## config.mk

```make
export PLATFORM = sky130hd
export DESIGN_NAME = ex_issue_stage
export DESIGN_NICKNAME = d
export VERILOG_FILES = /design/src/rtl/ex_issue_stage.sv
export SDC_FILE = /design/constraint.sdc
export NUM_CORES = 1
export LEC_CHECK = 0
export BUFFER_PORTS_ARGS = -buffer_cell sky130_fd_sc_hd__buf_2
export CELL_PAD_IN_SITES_DETAIL_PLACEMENT = 0
export CELL_PAD_IN_SITES_GLOBAL_PLACEMENT = 1
export CORE_MARGIN = 4
export CORE_UTILIZATION = 33
export DETAILED_ROUTE_END_ITERATION = 8
export GPL_TIMING_DRIVEN = 0
export MAX_ROUTING_LAYER = met4
export PLACE_DENSITY = 0.78
export SYNTH_ARGS = -nofsm -noshare
export SYNTH_HDL_FRONTEND = slang
export SYNTH_SLANG_ARGS = --single-unit
```

## constraint.sdc

```tcl
create_clock -name clk -period 2.4 [get_ports clk]
set_input_delay 0.36 -clock clk [delete_from_list [all_inputs] [get_ports clk]]
set_output_delay 0.36 -clock clk [all_outputs]
set_load 0.01 [all_outputs]
```

## src/rtl/ex_issue_stage.sv

```systemverilog
// ex_issue_stage: ID/EX pipeline register with ALU-control encoding.
// Decodes opcode/funct into a 3-bit ALU code, selects and extends the
// operands, and registers them for EX. It also handles hazard-unit
// stall (hold) and flush (bubble).
// Optional build macro: EX_FWD_EN adds EX/MEM and MEM/WB operand forwarding.
//
// Handshake: there is no ready signal. id_valid qualifies the ID fields in
// the cycle they are presented. ex_valid qualifies the EX outputs one cycle
// later. stall freezes the EX register, and flush overrides stall.
module ex_issue_stage #(
  parameter int XLEN = 32,
  parameter int RW   = 5
) (
  input  logic            clk,
  input  logic            reset,
  input  logic            id_valid,
  input  logic            stall,
  input  logic            flush,
  input  logic [5:0]      opcode,
  input  logic [5:0]      funct,
  input  logic [4:0]      shamt,
  input  logic [15:0]     imm16,
  input  logic [RW-1:0]   rs,
  input  logic [RW-1:0]   rt,
  input  logic [RW-1:0]   rd,
  input  logic [XLEN-1:0] rs_data,
  input  logic [XLEN-1:0] rt_data,
`ifdef EX_FWD_EN
  input  logic            exmem_regwrite,
  input  logic [RW-1:0]   exmem_rd,
  input  logic [XLEN-1:0] exmem_data,
  input  logic            memwb_regwrite,
  input  logic [RW-1:0]   memwb_rd,
  input  logic [XLEN-1:0] memwb_data,
`endif
  output logic            ex_valid,
  output logic [XLEN-1:0] alu_a,
  output logic [XLEN-1:0] alu_b,
  output logic [2:0]      alu_c,
  output logic [RW-1:0]   ex_dest,
  output logic            ex_regwrite,
  output logic            ex_memread,
  output logic            ex_memwrite,
  output logic            ex_branch,
  output logic [XLEN-1:0] ex_store_data,
  output logic            ex_illegal
);

  localparam logic [2:0] ALU_AND  = 3'b000;
  localparam logic [2:0] ALU_OR   = 3'b001;
  localparam logic [2:0] ALU_ADD  = 3'b010;
  localparam logic [2:0] ALU_SLL  = 3'b101;
  localparam logic [2:0] ALU_SUBZ = 3'b110;
  localparam logic [2:0] ALU_SUBN = 3'b111;

  localparam logic [5:0] OP_RTYPE = 6'b000000;
  localparam logic [5:0] OP_ADDI  = 6'b001000;
  localparam logic [5:0] OP_LW    = 6'b100011;
  localparam logic [5:0] OP_SW    = 6'b101011;
  localparam logic [5:0] OP_BEQ   = 6'b000100;
  localparam logic [5:0] OP_BNE   = 6'b000101;

  localparam logic [5:0] F_AND = 6'b100100;
  localparam logic [5:0] F_OR  = 6'b100101;
  localparam logic [5:0] F_ADD = 6'b100000;
  localparam logic [5:0] F_SUB = 6'b100010;
  localparam logic [5:0] F_SLL = 6'b000000;

  logic [XLEN-1:0] imm_se;
  logic [XLEN-1:0] shamt_ze;
  logic            d_ok;
  logic [2:0]      d_c;
  logic [XLEN-1:0] d_a;
  logic [XLEN-1:0] d_b;
  logic [RW-1:0]   d_dest;
  logic            d_rw;
  logic            d_mr;
  logic            d_mw;
  logic            d_br;

  // Registered operand values before any forwarding.
  logic [XLEN-1:0] q_a;
  logic [XLEN-1:0] q_b;
  logic [XLEN-1:0] q_sd;

  assign imm_se   = {{(XLEN-16){imm16[15]}}, imm16};
  assign shamt_ze = {{(XLEN-5){1'b0}}, shamt};

  // Decode the ID fields into the ALU code, operands, destination and flags.
  // Instructions that do not write back (sw, branches) carry destination 0.
  always_comb begin
    d_ok   = 1'b0;
    d_c    = ALU_AND;
    d_a    = '0;
    d_b    = '0;
    d_dest = '0;
    d_rw   = 1'b0;
    d_mr   = 1'b0;
    d_mw   = 1'b0;
    d_br   = 1'b0;
    case (opcode)
      OP_RTYPE: begin
        d_dest = rd;
        d_rw   = 1'b1;
        d_a    = rs_data;
        d_b    = rt_data;
        case (funct)
          F_AND: begin d_ok = 1'b1; d_c = ALU_AND; end
          F_OR:  begin d_ok = 1'b1; d_c = ALU_OR;  end
          F_ADD: begin d_ok = 1'b1; d_c = ALU_ADD; end
          F_SUB: begin d_ok = 1'b1; d_c = ALU_SUBZ; end
          F_SLL: begin
            d_ok = 1'b1;
            d_c  = ALU_SLL;
            d_a  = rt_data;
            d_b  = shamt_ze;
          end
          default: d_ok = 1'b0;
        endcase
      end
      OP_ADDI: begin
        d_ok = 1'b1; d_c = ALU_ADD; d_a = rs_data; d_b = imm_se;
        d_dest = rt; d_rw = 1'b1;
      end
      OP_LW: begin
        d_ok = 1'b1; d_c = ALU_ADD; d_a = rs_data; d_b = imm_se;
        d_dest = rt; d_rw = 1'b1; d_mr = 1'b1;
      end
      OP_SW: begin
        d_ok = 1'b1; d_c = ALU_ADD; d_a = rs_data; d_b = imm_se;
        d_mw = 1'b1;
      end
      OP_BEQ: begin
        d_ok = 1'b1; d_c = ALU_SUBZ; d_a = rs_data; d_b = rt_data;
        d_br = 1'b1;
      end
      OP_BNE: begin
        d_ok = 1'b1; d_c = ALU_SUBN; d_a = rs_data; d_b = rt_data;
        d_br = 1'b1;
      end
      default: d_ok = 1'b0;
    endcase
    // Writes to register 0 are discarded.
    if (d_dest == '0) d_rw = 1'b0;
  end

  // EX register: reset > flush > stall > load instruction / load bubble.
  always_ff @(posedge clk) begin
    if (reset || flush) begin
      ex_valid    <= 1'b0;
      q_a         <= '0;
      q_b         <= '0;
      alu_c       <= ALU_AND;
      ex_dest     <= '0;
      ex_regwrite <= 1'b0;
      ex_memread  <= 1'b0;
      ex_memwrite <= 1'b0;
      ex_branch   <= 1'b0;
      q_sd        <= '0;
      ex_illegal  <= 1'b0;
    end else if (stall) begin
      ex_valid <= ex_valid;
    end else if (id_valid && d_ok) begin
      ex_valid    <= 1'b1;
      q_a         <= d_a;
      q_b         <= d_b;
      alu_c       <= d_c;
      ex_dest     <= d_dest;
      ex_regwrite <= d_rw;
      ex_memread  <= d_mr;
      ex_memwrite <= d_mw;
      ex_branch   <= d_br;
      q_sd        <= rt_data;
      ex_illegal  <= 1'b0;
    end else begin
      ex_valid    <= 1'b0;
      q_a         <= '0;
      q_b         <= '0;
      alu_c       <= ALU_AND;
      ex_dest     <= '0;
      ex_regwrite <= 1'b0;
      ex_memread  <= 1'b0;
      ex_memwrite <= 1'b0;
      ex_branch   <= 1'b0;
      q_sd        <= '0;
      ex_illegal  <= id_valid;
    end
  end

`ifdef EX_FWD_EN
  // Source specifiers and forwardability of each operand, held in EX.
  logic [RW-1:0] ex_a_src;
  logic [RW-1:0] ex_rt;
  logic          ex_b_fwd;
  logic          ex_sd_fwd;
  logic          id_is_sll;
  logic          id_b_reg;

  assign id_is_sll = (opcode == OP_RTYPE) && (funct == F_SLL);
  assign id_b_reg  = ((opcode == OP_RTYPE) && !id_is_sll) ||
                     (opcode == OP_BEQ) || (opcode == OP_BNE);

  // Track the specifiers alongside the EX register with the same priority.
  // Operand a is register-sourced for every legal instruction (rt for sll).
  always_ff @(posedge clk) begin
    if (reset || flush) begin
      ex_a_src  <= '0;
      ex_rt     <= '0;
      ex_b_fwd  <= 1'b0;
      ex_sd_fwd <= 1'b0;
    end else if (stall) begin
      ex_a_src  <= ex_a_src;
    end else if (id_valid && d_ok) begin
      ex_a_src  <= id_is_sll ? rt : rs;
      ex_rt     <= rt;
      ex_b_fwd  <= id_b_reg;
      ex_sd_fwd <= 1'b1;
    end else begin
      ex_a_src  <= '0;
      ex_rt     <= '0;
      ex_b_fwd  <= 1'b0;
      ex_sd_fwd <= 1'b0;
    end
  end

  // Pick the newest in-flight value for a specifier; EX/MEM is younger.
  function automatic logic [XLEN-1:0] fwd_pick(input logic [RW-1:0] src,
                                               input logic [XLEN-1:0] base);
    if (exmem_regwrite && (exmem_rd != '0) && (exmem_rd == src))
      return exmem_data;
    else if (memwb_regwrite && (memwb_rd != '0) && (memwb_rd == src))
      return memwb_data;
    else
      return base;
  endfunction

  assign alu_a         = ex_valid  ? fwd_pick(ex_a_src, q_a) : q_a;
  assign alu_b         = ex_b_fwd  ? fwd_pick(ex_rt, q_b)    : q_b;
  assign ex_store_data = ex_sd_fwd ? fwd_pick(ex_rt, q_sd)   : q_sd;
`else
  // rs only matters as a forwarding specifier.
  logic unused_rs;
  assign unused_rs     = ^rs;
  assign alu_a         = q_a;
  assign alu_b         = q_b;
  assign ex_store_data = q_sd;
`endif

endmodule

```

==> qor.csv <==
metric;value;unit
portBuffers;220;
finalPower;3.50;mW
syn2layout_area_growth;36.2;%
clock_path_buffers;2;
p_leak;2.52;nW
min_to;alu_a[20];
most-common-layout-cells;buf_2 (223), dfxtp_1 (110), nand2_1 (63);
final_layout_size_suffix_gt1_frac;0.392;
fmax;0.462;GHz
vias;4463;
ant_nets;0;
grt.overflow.total;0;
die_area;15300;um2
drtPass1Iterations;4;
first_global_vias;4356;
place_ws;-296;ps
min_path_cells;3;
p_per_area;584;nW/um2
die_y;124;um
synth_edf_count;0;
setup_viol;0;
synth_nets;561;
syn_avg_cell_area;9.92;um2
antenna_cells;0;
hold_class;primary input to flip-flop;
cts_tree;done;
post-place-cells;836;
yosys_warnings;0;
top_usage_layer;met2;
cap_violations;0;
synth_ff_type;dfxtp_1;
finalCritPeriodShare;0.901;
cts_resized;0;
cp-end-kind;flip-flop;
fin_worst_skew;0;ps
clk_pin_slew;80;ps
rsz0062_at_grt;no;
instances_no_fill;851;
r2r_setup_slack;1490;ps
utilization;0.468;
syn_area;4410;um2
drt_iter0_markers;258;
critPathLaunch;opcode[0];
crit_fanout;10;
grt_max_degree;19;
status;finished clean;
nNetsFinal;792;
report.final.slew_viol_count;0;
wl;15400;um
critPathKind;primary input to flip-flop;
hold_buffers;0;
synth-seq-area-share;0.500;
clkSinkCount;110;
reg2reg_from;alu_c[0];
drc;0;
r2r.worst_path.cells;3;
io_pins;227;
gp_congestion;0.857;
hpwlAfterDp;12000;um
via_per_inst;5.24;
finalCriticalPeriod;2160;ps
setup-tns-final;0;ps
worst_slew_pin_slew;637;ps
hold_viol_final;0;
synthDistinctLibCells;48;
min_from;rs_data[20];
std_cell_rows;41;
cp.arrival;2450;ps
final_common_cell;buf_2;
reg2reg_to;alu_c[0];
antenna_found_initial;0;
met1_usage;0.257;
cp-start-kind;primary input;
finalWorstSetupSlack;237;ps
met2_usage;0.333;
track_usage;0.203;
fp.dieW;124;um
synth_seq_cells;110;
async_reset_ff_frac;0;
routedWlPerCell;18.1;um
post_cts_buffers;0;
insertion_delay;340;ps
h-tree-depth;3;
synthesis.instances;444;
met3_usage;0.0293;
max-vdd-ir-drop;0.265;mV
slew_headroom;0.576;
start_util;0.344;
grt_pass1_wl;23100;um
worst_ep_required_time;2680;ps
cts-root-buf;clkbuf_16;
cts_made_buffers;9;
core-area;12800;um2
## kinds of logic (layout without fill, tap and decap cells)
family	Yosys count	in the layout	synth area share
AO/OA/AOI/OAI	195	195	0.341
XOR/XNOR	1	1	0.00199
buffers and inverters	38	273	0.0511
flip-flops	110	110	0.500
AND/OR/NAND/NOR	100	100	0.107
## cell usage after synthesis, types with 2 or more instances
master | n | share of area
dfxtp_1 | 110 | 0.50
nand2_1 | 63 | 0.054
a21oi_1 | 53 | 0.060
a22oi_1 | 48 | 0.082
a22o_1 | 32 | 0.064
clkbuf_1 | 26 | 0.022
o2bb2ai_1 | 17 | 0.034
o2bb2ai_2 | 10 | 0.034
o21ai_0 | 9 | 0.010
a21boi_0 | 7 | 0.012
a32oi_1 | 5 | 0.0099
nand3_1 | 5 | 0.0057
nor2_1 | 5 | 0.0043
buf_12 | 3 | 0.014
buf_2 | 3 | 0.0034
buf_6 | 3 | 0.0077
nand2b_1 | 3 | 0.0043
nor2b_1 | 3 | 0.0043
nor4_1 | 3 | 0.0043
a31oi_1 | 2 | 0.0028
and2_1 | 2 | 0.0028
buf_4 | 2 | 0.0034
nor3_1 | 2 | 0.0023
or2_2 | 2 | 0.0028
or3_1 | 2 | 0.0028
or4_1 | 2 | 0.0034
## sequential cells by signal, indices dropped and copies added, names as in the netlist
register and flops:
ex_illegal 1, alu_a 32, ex_dest 5, ex_regwrite 1, alu_b 32, ex_memread 1, ex_memwrite 1, ex_store_data 32
ex_branch 1, ex_valid 1, alu_c 3
## through the flow
| step | hold slack [ps] | area, um2 |
|---|---|---|
| after floorplan | 463 | 4410 |
| after global placement | 436 | 5720 |
| after detailed placement | 441 | 5720 |
| after CTS | 230 | 6000 |
| after global routing | 239 | 6000 |
| final | 242 | 6000 |
## report_power, final
group | leakage, nW | internal, mW | switching [mW]
combinational | 1.50 | 0.101 | 0.159
sequential | 0.886 | 1.83 | 0.00272
clock | 0.131 | 0.713 | 0.701
total | 2.52 | 2.64 | 0.863
## worst max-delay path, cell delays in order
cell	delay (ps)
buf_2	130
nor4_1	470
or2b_1	340
nor3_2	410
clkbuf_1	450
a22oi_1	130
a21oi_1	150
## worst max-delay path by stage
stage                     cells past startpoint  slack (ps)         to
after floorplan                               7         380  alu_b[19]
after global placement                        8        -290  alu_b[24]
after detailed placement                      8        -300  alu_b[28]
after CTS                                     8          70  alu_b[27]
after global routing                          7          10   alu_a[5]
final                                         7         240  alu_a[24]
## cell type report
type / instances / area (um2)
well taps: 172 / 215
fillers: 1287 / 6820
multi-input cells: 296 / 1980
clock inverters: 5 / 45.0
clock buffers: 10 / 229
flip-flops and latches: 110 / 2200
repair buffers: 220 / 1100
plain buffers: 38 / 226
## routing by layer
metal	share of wire	routed length (um)	up-vias
met5	0	0	-
met4	0.015	227	0
met3	0.068	1040	16
met2	0.48	7390	172
met1	0.44	6760	2128
li1	-	-	2147
(Power assumes the default switching activity.)
